**src/rtl/param_stack.sv**
```systemverilog
// rtl/param_stack.sv - Forth parameter stack: NOS register plus ring-buffer spill array
//
// Optional feature macro: PSTACK_PICK_EN (adds pick_idx / pick_data read port)
//
// Ports:
//   clk         in   clock
//   reset       in   asynchronous, active-high reset
//   wait_state  in   stall; push/pop ignored while high (err_clr still honoured)
//   push        in   push push_data (NOS spills into the array)
//   pop         in   pop (NOS reloads from the array); push+pop = replace NOS
//   push_data   in   [width]   value pushed, normally the current TOS
//   err_clr     in   synchronous clear of the sticky overflow/underflow flags
//   pick_idx    in   [PTR_W+1] (PSTACK_PICK_EN) element index, 0 = NOS
//   pick_data   out  [width]   (PSTACK_PICK_EN) element at pick_idx, 0 if beyond depth
//   pstack_top  out  [width]   current NOS, registered
//   depth       out  [PTR_W+1] number of valid elements, 0..DEPTH+1
//   empty       out  depth == 0
//   full        out  depth == DEPTH+1
//   overflow    out  sticky: push while full
//   underflow   out  sticky: pop while empty

module param_stack #(
  parameter int width = 16,
  parameter int PTR_W = 3
) (
  input  logic             clk,
  input  logic             reset,
  input  logic             wait_state,
  input  logic             push,
  input  logic             pop,
  input  logic [width-1:0] push_data,
  input  logic             err_clr,
`ifdef PSTACK_PICK_EN
  input  logic [PTR_W:0]   pick_idx,
  output logic [width-1:0] pick_data,
`endif
  output logic [width-1:0] pstack_top,
  output logic [PTR_W:0]   depth,
  output logic             empty,
  output logic             full,
  output logic             overflow,
  output logic             underflow
);

  localparam int             DEPTH = 2 ** PTR_W;
  localparam logic [PTR_W:0] CAP   = (PTR_W + 1)'(DEPTH + 1);

  logic [width-1:0] r_arr [DEPTH];
  logic [PTR_W-1:0] r_sp;
  logic [PTR_W:0]   r_depth;
  logic [width-1:0] r_top;
  logic             r_ovf;
  logic             r_unf;

  logic             w_do_push;
  logic             w_do_pop;
  logic             w_do_repl;
  logic             w_full;
  logic             w_empty;
  logic [PTR_W-1:0] w_sp_dec;
  logic [PTR_W-1:0] w_sp_inc;

  assign w_do_push = ~wait_state &  push & ~pop;
  assign w_do_pop  = ~wait_state & ~push &  pop;
  assign w_do_repl = ~wait_state &  push &  pop;
  assign w_full    = (r_depth == CAP);
  assign w_empty   = (r_depth == '0);
  assign w_sp_dec  = r_sp - PTR_W'(1);
  assign w_sp_inc  = r_sp + PTR_W'(1);

  // Spill array is never reset; the outgoing NOS is written even when the
  // stack is empty or full (full push overwrites the oldest entry by wrap).
  always_ff @(posedge clk) begin
    if (!reset && w_do_push) begin
      r_arr[r_sp] <= r_top;
    end
  end

  always_ff @(posedge clk or posedge reset) begin
    if (reset) begin
      r_sp    <= '0;
      r_depth <= '0;
      r_top   <= '0;
      r_ovf   <= 1'b0;
      r_unf   <= 1'b0;
    end else begin
      if (w_do_push) begin
        r_top <= push_data;
        r_sp  <= w_sp_inc;
        if (!w_full) begin
          r_depth <= r_depth + 1'b1;
        end
      end else if (w_do_pop) begin
        if (w_empty) begin
          r_top <= '0;
        end else begin
          // At depth 1 this reloads a stale array entry; depth marks it invalid.
          r_top   <= r_arr[w_sp_dec];
          r_sp    <= w_sp_dec;
          r_depth <= r_depth - 1'b1;
        end
      end else if (w_do_repl) begin
        r_top <= push_data;
      end

      // A new error in the same cycle as err_clr wins.
      r_ovf <= (r_ovf & ~err_clr) | (w_do_push & w_full);
      r_unf <= (r_unf & ~err_clr) | (w_do_pop & w_empty);
    end
  end

`ifdef PSTACK_PICK_EN
  logic [PTR_W-1:0] w_pick_addr;
  assign w_pick_addr = r_sp - pick_idx[PTR_W-1:0];

  always_comb begin
    pick_data = '0;
    if (pick_idx < r_depth) begin
      if (pick_idx == '0) begin
        pick_data = r_top;
      end else begin
        pick_data = r_arr[w_pick_addr];
      end
    end
  end
`endif

  assign pstack_top = r_top;
  assign depth      = r_depth;
  assign empty      = w_empty;
  assign full       = w_full;
  assign overflow   = r_ovf;
  assign underflow  = r_unf;

endmodule

```
**config.mk**
```make
export PLATFORM = sky130hd
export DESIGN_NAME = param_stack
export DESIGN_NICKNAME = d
export VERILOG_FILES = /design/src/rtl/param_stack.sv
export SDC_FILE = /design/constraint.sdc
export NUM_CORES = 1
export LEC_CHECK = 0
export BUFFER_PORTS_ARGS = -buffer_cell sky130_fd_sc_hd__buf_2
export CORE_MARGIN = 1
export CORE_UTILIZATION = 55
export DETAILED_ROUTE_END_ITERATION = 8
export GPL_TIMING_DRIVEN = 0
export MAX_ROUTING_LAYER = met4
export PLACE_DENSITY_LB_ADDON = 0.08
export SKIP_LAST_GASP = 1
export SLEW_MARGIN = 10
export SYNTH_ARGS = -nofsm -noshare
export SYNTH_HDL_FRONTEND = slang
export SYNTH_SLANG_ARGS = --single-unit
```
**constraint.sdc**
```tcl
create_clock -name clk -period 3.2 [get_ports clk]
set_input_delay 0.32 -clock clk [delete_from_list [all_inputs] [get_ports clk]]
set_output_delay 0.32 -clock clk [all_outputs]
set_load 0.02 [all_outputs]
```
**Word level (Yosys, flattened, before mapping)**

Memory sizes are Yosys's and may differ from the RTL's.
Cells that the tools add are included.

- Register bits after elaboration: 25
- Bits in latches: 0
- Bits in writable memories: 128
- Bits in read-only memories: 0
- Bits of input ports: 22
- Output and inout port bits: 24
- Word-level logic and storage cells: 48
- Memories: 1

- $add $sub $neg: 4
- $mul: 0
- Div/mod/pow operators: 0
- $lt $le $gt $ge: 0
- Equality and inequality tests: 3
- Shift-type cells: 0
- Mux-type cells: 13
- Bitwise logic cells: 15
- Reductions and logical operators: 7

Memories:

| memory | words | bits a word | rd ports | clocked after memory_dff | write ports | line | RTL |
|---|---|---|---|---|---|---|---|
| r_arr | 8 | 16 | 1 | 0 | 1 | 48 | `logic [width-1:0] r_arr [DEPTH];` |

Operators by type and width:

| operator | count |
|---|---|
| 2-to-1 mux 16 bit | 4 |
| 2-to-1 mux 4 bit | 4 |
| AND 1 bit | 9 |
| 2-to-1 mux 3 bit | 3 |
| adder 4 x 1 -> 4 bit, second input constant | 1 |
| equality test 4 bit, second input constant | 1 |
| logical NOT 4 bit | 1 |
| inequality test 2 bit, second input constant | 2 |
| NOT 1 bit | 4 |
| subtractor 4 x 1 -> 4 bit, second input constant | 1 |
| adder 3 x 1 -> 3 bit, second input constant | 1 |
| AND reduction 3 bit | 1 |
| nonzero test 3 bit | 1 |
| subtractor 3 x 1 -> 3 bit, second input constant | 1 |
| 2-to-1 mux 1 bit | 2 |
| bitwise OR 1 bit | 2 |
| AND reduction 2 bit | 1 |
| nonzero test 2 bit | 1 |
| logical AND 1 bit | 1 |
| logical NOT 1 bit | 1 |

**Depth between registers and ports, before layout**

- Depth in word-level cells: 6
- Depth in mapped cells: 9
- Depth with buffers taken out: 7

**Worst setup path after synthesis**

No wires, ideal clock.

- Path type: input-to-reg
- From: in wait_state
- To: mem r_arr[1][0], enable pin
- Library setup time: 0.409 ns
- Arrival time: 2.137 ns
- Data required time: 2.791 ns
- Slack: 0.654 ns
- Stages on the path: 5
- Buffers on the path: 0
- Path through: nor3b_4 > inv_1 > nor2_1 > nand2_1 > nor3_1

- Word-level cells in the longest chain between the ends: 6

RTL lines:

| element | line | RTL |
|---|---|---|
| from (decl) | 28 | `input logic wait_state,` |
| NOT 1 bit | 63 | `assign w_do_push = ~wait_state & push & ~pop;` |
| AND 1 bit (2 in a row) | 63 |  |
| logical AND 1 bit | 74 | `if (!reset && w_do_push) begin` |
| 2-to-1 mux 1 bit | 74 |  |
| 2-to-1 mux 1 bit (not written as such) | 75 | `r_arr[r_sp] <= r_top;` |
| to (decl) | 48 |  |

Every way passes these cells.

**Worst setup path in the final report**

- From: reg r_sp[0]
- To: reg r_top[7] (netlist: pstack_top[7])

- Word-level cells in the longest chain between the ends: 5

RTL lines:

| element | line | RTL |
|---|---|---|
| from (decl) | 49 | `logic [PTR_W-1:0] r_sp;` |
| from (signal assigned) | 89 | `r_sp <= w_sp_inc;` |
| from (signal assigned) | 99 | `r_sp <= w_sp_dec;` |
| subtractor 3 x 1 -> 3 bit | 68 | `assign w_sp_dec = r_sp - PTR_W'(1);` |
| memory (8 x 16 bit) | - |  |
| 2-to-1 mux 16 bit | 94 | `if (w_empty) begin` |
| 2-to-1 mux 16 bit | 93 | `end else if (w_do_pop) begin` |
| 2-to-1 mux 16 bit | 87 | `if (w_do_push) begin` |
| to (signal assigned) | 88 | `r_top <= push_data;` |
| to (signal assigned) | 98 | `r_top <= r_arr[w_sp_dec];` |
| to (signal assigned) | 103 | `r_top <= push_data;` |
| to (decl) | 51 | `logic [width-1:0] r_top;` |

Every way passes these cells.
A chain may end at the register's enable or synchronous reset.

==> out/metrics.csv <==
metric,value,unit
cts_tree,yes,
cts.sink_count,153,
fp.dieH,107.5,um
cap_violations,0,
syn_inst,330,
ys_seq_elements,153,
worst_slew_pin_slew,1105,ps
slew_violations,0,
required,3620,ps
grt_overflow_total,0,
clockBufferDepth,2,
initial_core_util,56.51,%
rsz0062_at_grt,false,
status,finished clean,
fin_crit,2941,ps
holdBufCountCts,0,
synth_area_leader_cell,edfxtp_1,
routed_wl,12590,um
setup_viol,0,
yosysTopAreaCellShare,62.75,%
coreArea,10840,um2
syn-num-nets,356,
cp_max_fo,10,
clk_root_buffer_cell,clkbuf_8,
finalCritPeriodShare,91.90,%
ys_warn_count,0,
dp.final_hpwl,8077,um
dpl_worst_slack,259.1,ps
grt_first_pass_wirelength,19440,um
die_x,107.5,um
cpMaxStageDelayCell,a2111oi_0,
clkTransAtPathRegs,60,ps
ioPinCount,46,
critPathLaunchType,flip-flop,
async_reset_ff_share,16.34,%
antennaDiodeCount,0,
ys_types,43,
path_class,flip-flop to flip-flop,
via_count,3381,
critical_path.endpoint_type,flip-flop,
drt-met1-wl,5627,um
route.met3.wl,523,um
track_usage,25.09,%
powerDensity,875.4,nW/um2
worst_slack,259.1,ps
synth_edf_count,128,
antenna_found_initial,0,
ys.flop_type,edfxtp_1,
p_leak,2.498,nW
cts_resized,0,
top_layer_used,met4,
dr.pass1.iters,5,
cpPeakStageDelay,470,ps
hold_ws,18.09,ps
yosysSeqAreaShare,72.96,%
post_drt_wl_per_cell,22.61,um
cts_max_level,4,
hold_path_class,primary input to flip-flop,
cts-buffers-inserted,17,
portBuffers,45,
rows,38,
path_buf_inv,5,
syn_area_per_cell,18.56,um2
final_common_cell,edfxtp_1,
grt_max_degree,26,
crit_chain,"buf_2, buf_2, inv_1, ha_1, buf_2, buf_2, a2111oi_0, a2111oi_0, a221o_1",
cts_setup_buffers,0,
synth_area_leaders,"edfxtp_1 63%, mux4_2 11%, dfrtp_1 10%",
ir_drop,0.6246,mV
cpLargestDelayFamily,buffers and inverters,
drc,0,
crit_path_frequent_cell,buf_2,
drive_gt1_share,34.53,%
final_nets,430,
relSlewSlack,26.27,%
ant_nets,0,
wl_met2,6305,um
die_area,11560,um2
clock_skew,7.240,ps
syn_area,6126,um2
arrival,3360,ps
finalHoldViolCount,0,
place.gp.congestion,0.7343,
fmax,340.0,MHz
final_cell_mix,"128 x edfxtp_1, 54 x buf_2, 29 x mux4_2",
drtIter0Drc,204,
avgViaCountPerCell,6.070,
clk_latency,530,ps
grt_pass1_vias,3453,
syn_to_final_growth,18.34,%
==> sequential cells by signal (all words and copies together) (netlist names) <==
| signal | flops |
|---|---|
| r_sp | 3 |
| pstack_top | 16 |
| depth | 4 |
| underflow | 1 |
| r_arr | 128 |
| overflow | 1 |
==> synth_stat cells, types with 2 or more instances <==
cell type / n
ha_1: 4
mux2_2: 2
dfrtp_1: 25
inv_1: 5
mux4_2: 29
edfxtp_1: 128
buf_6: 2
xnor2_1: 6
buf_4: 2
nor3_1: 3
a22o_1: 2
a221o_1: 3
nand4_1: 13
nand2_1: 6
nor2_1: 28
buf_2: 9
a22oi_2: 4
a31oi_1: 14
a22oi_1: 9
a2111oi_0: 6
mux2i_1: 3
nor2b_1: 3
clkbuf_1: 4
==> logic make-up (layout without fill, tap and decap cells) <==
kind of cell / Yosys count / in the layout / share of synthesized area [%]
AND/OR/NAND/NOR: 63 / 63 / 5.597
flip-flops: 153 / 153 / 72.96
adder cells (fa/ha/maj): 4 / 4 / 0.8170
XOR/XNOR: 8 / 8 / 1.266
AO/OA/AOI/OAI: 44 / 44 / 5.739
buffers and inverters: 24 / 111 / 2.104
multiplexers: 34 / 34 / 11.52
==> worst register-to-register path: cells and delay by family (launching register included) <==
kind                     cells  cell delay (ps)
AO/OA/AOI/OAI                3              890
buffers and inverters        5             1230
adder cells (fa/ha/maj)      1              370
flip-flops                   1              350
==> per-layer routing <==
metal  vias to the layer above  track usage, %
li1                       1498               -
met1                      1787           33.07
met2                        86           38.92
met3                        10           6.538
met4                         0           7.436
met5                         -               -
==> per-stage QoR <==
stage	cells	util, %	setup TNS, ps	total power, mW	area [um2]
global placement	515	60.20	-25920	4.368	6526
detailed placement	525	61.51	0	4.412	6668
floorplan	330	-	0	3.872	6126
CTS	557	66.87	0	6.389	7249
finish	557	66.87	0	6.346	7249
global route	557	66.87	0	6.616	7249
==> worst paths after layout <==
check                           slack (ps)        endpoint  cells past startpoint         start
worst max-delay path                   260   pstack_top[7]                      9       r_sp[0]
worst min-delay path                    20   pstack_top[7]                      2  push_data[7]
worst max register to register         260   pstack_top[7]                      9       r_sp[0]
worst min register to register         510       underflow                      1     underflow
max in group asynchronous             2450  pstack_top[12]                      2         reset
min in group asynchronous               70   pstack_top[7]                      2         reset
==> final cells by class <==
cell class              instances  area, um2
plain buffers                  18      101.3
clock buffers                  21      429.2
clock inverters                11      152.6
fillers                       757       3591
inverters                       6      27.53
multi-input cells             153       1553
flip-flops and latches        153       4469
well taps                     140      175.2
repair buffers                 55      341.6
==> power breakdown <==
| part | leakage (nW) | internal [mW] | total (mW) | switching, mW |
|---|---|---|---|---|
| logic | 0.781 | 0.777 | 1.79 | 1.02 |
| clock network | 0.280 | 1.25 | 1.98 | 0.728 |
| registers | 1.44 | 2.38 | 2.57 | 0.189 |
No activity file was read; power rests on OpenSTA's default activity.
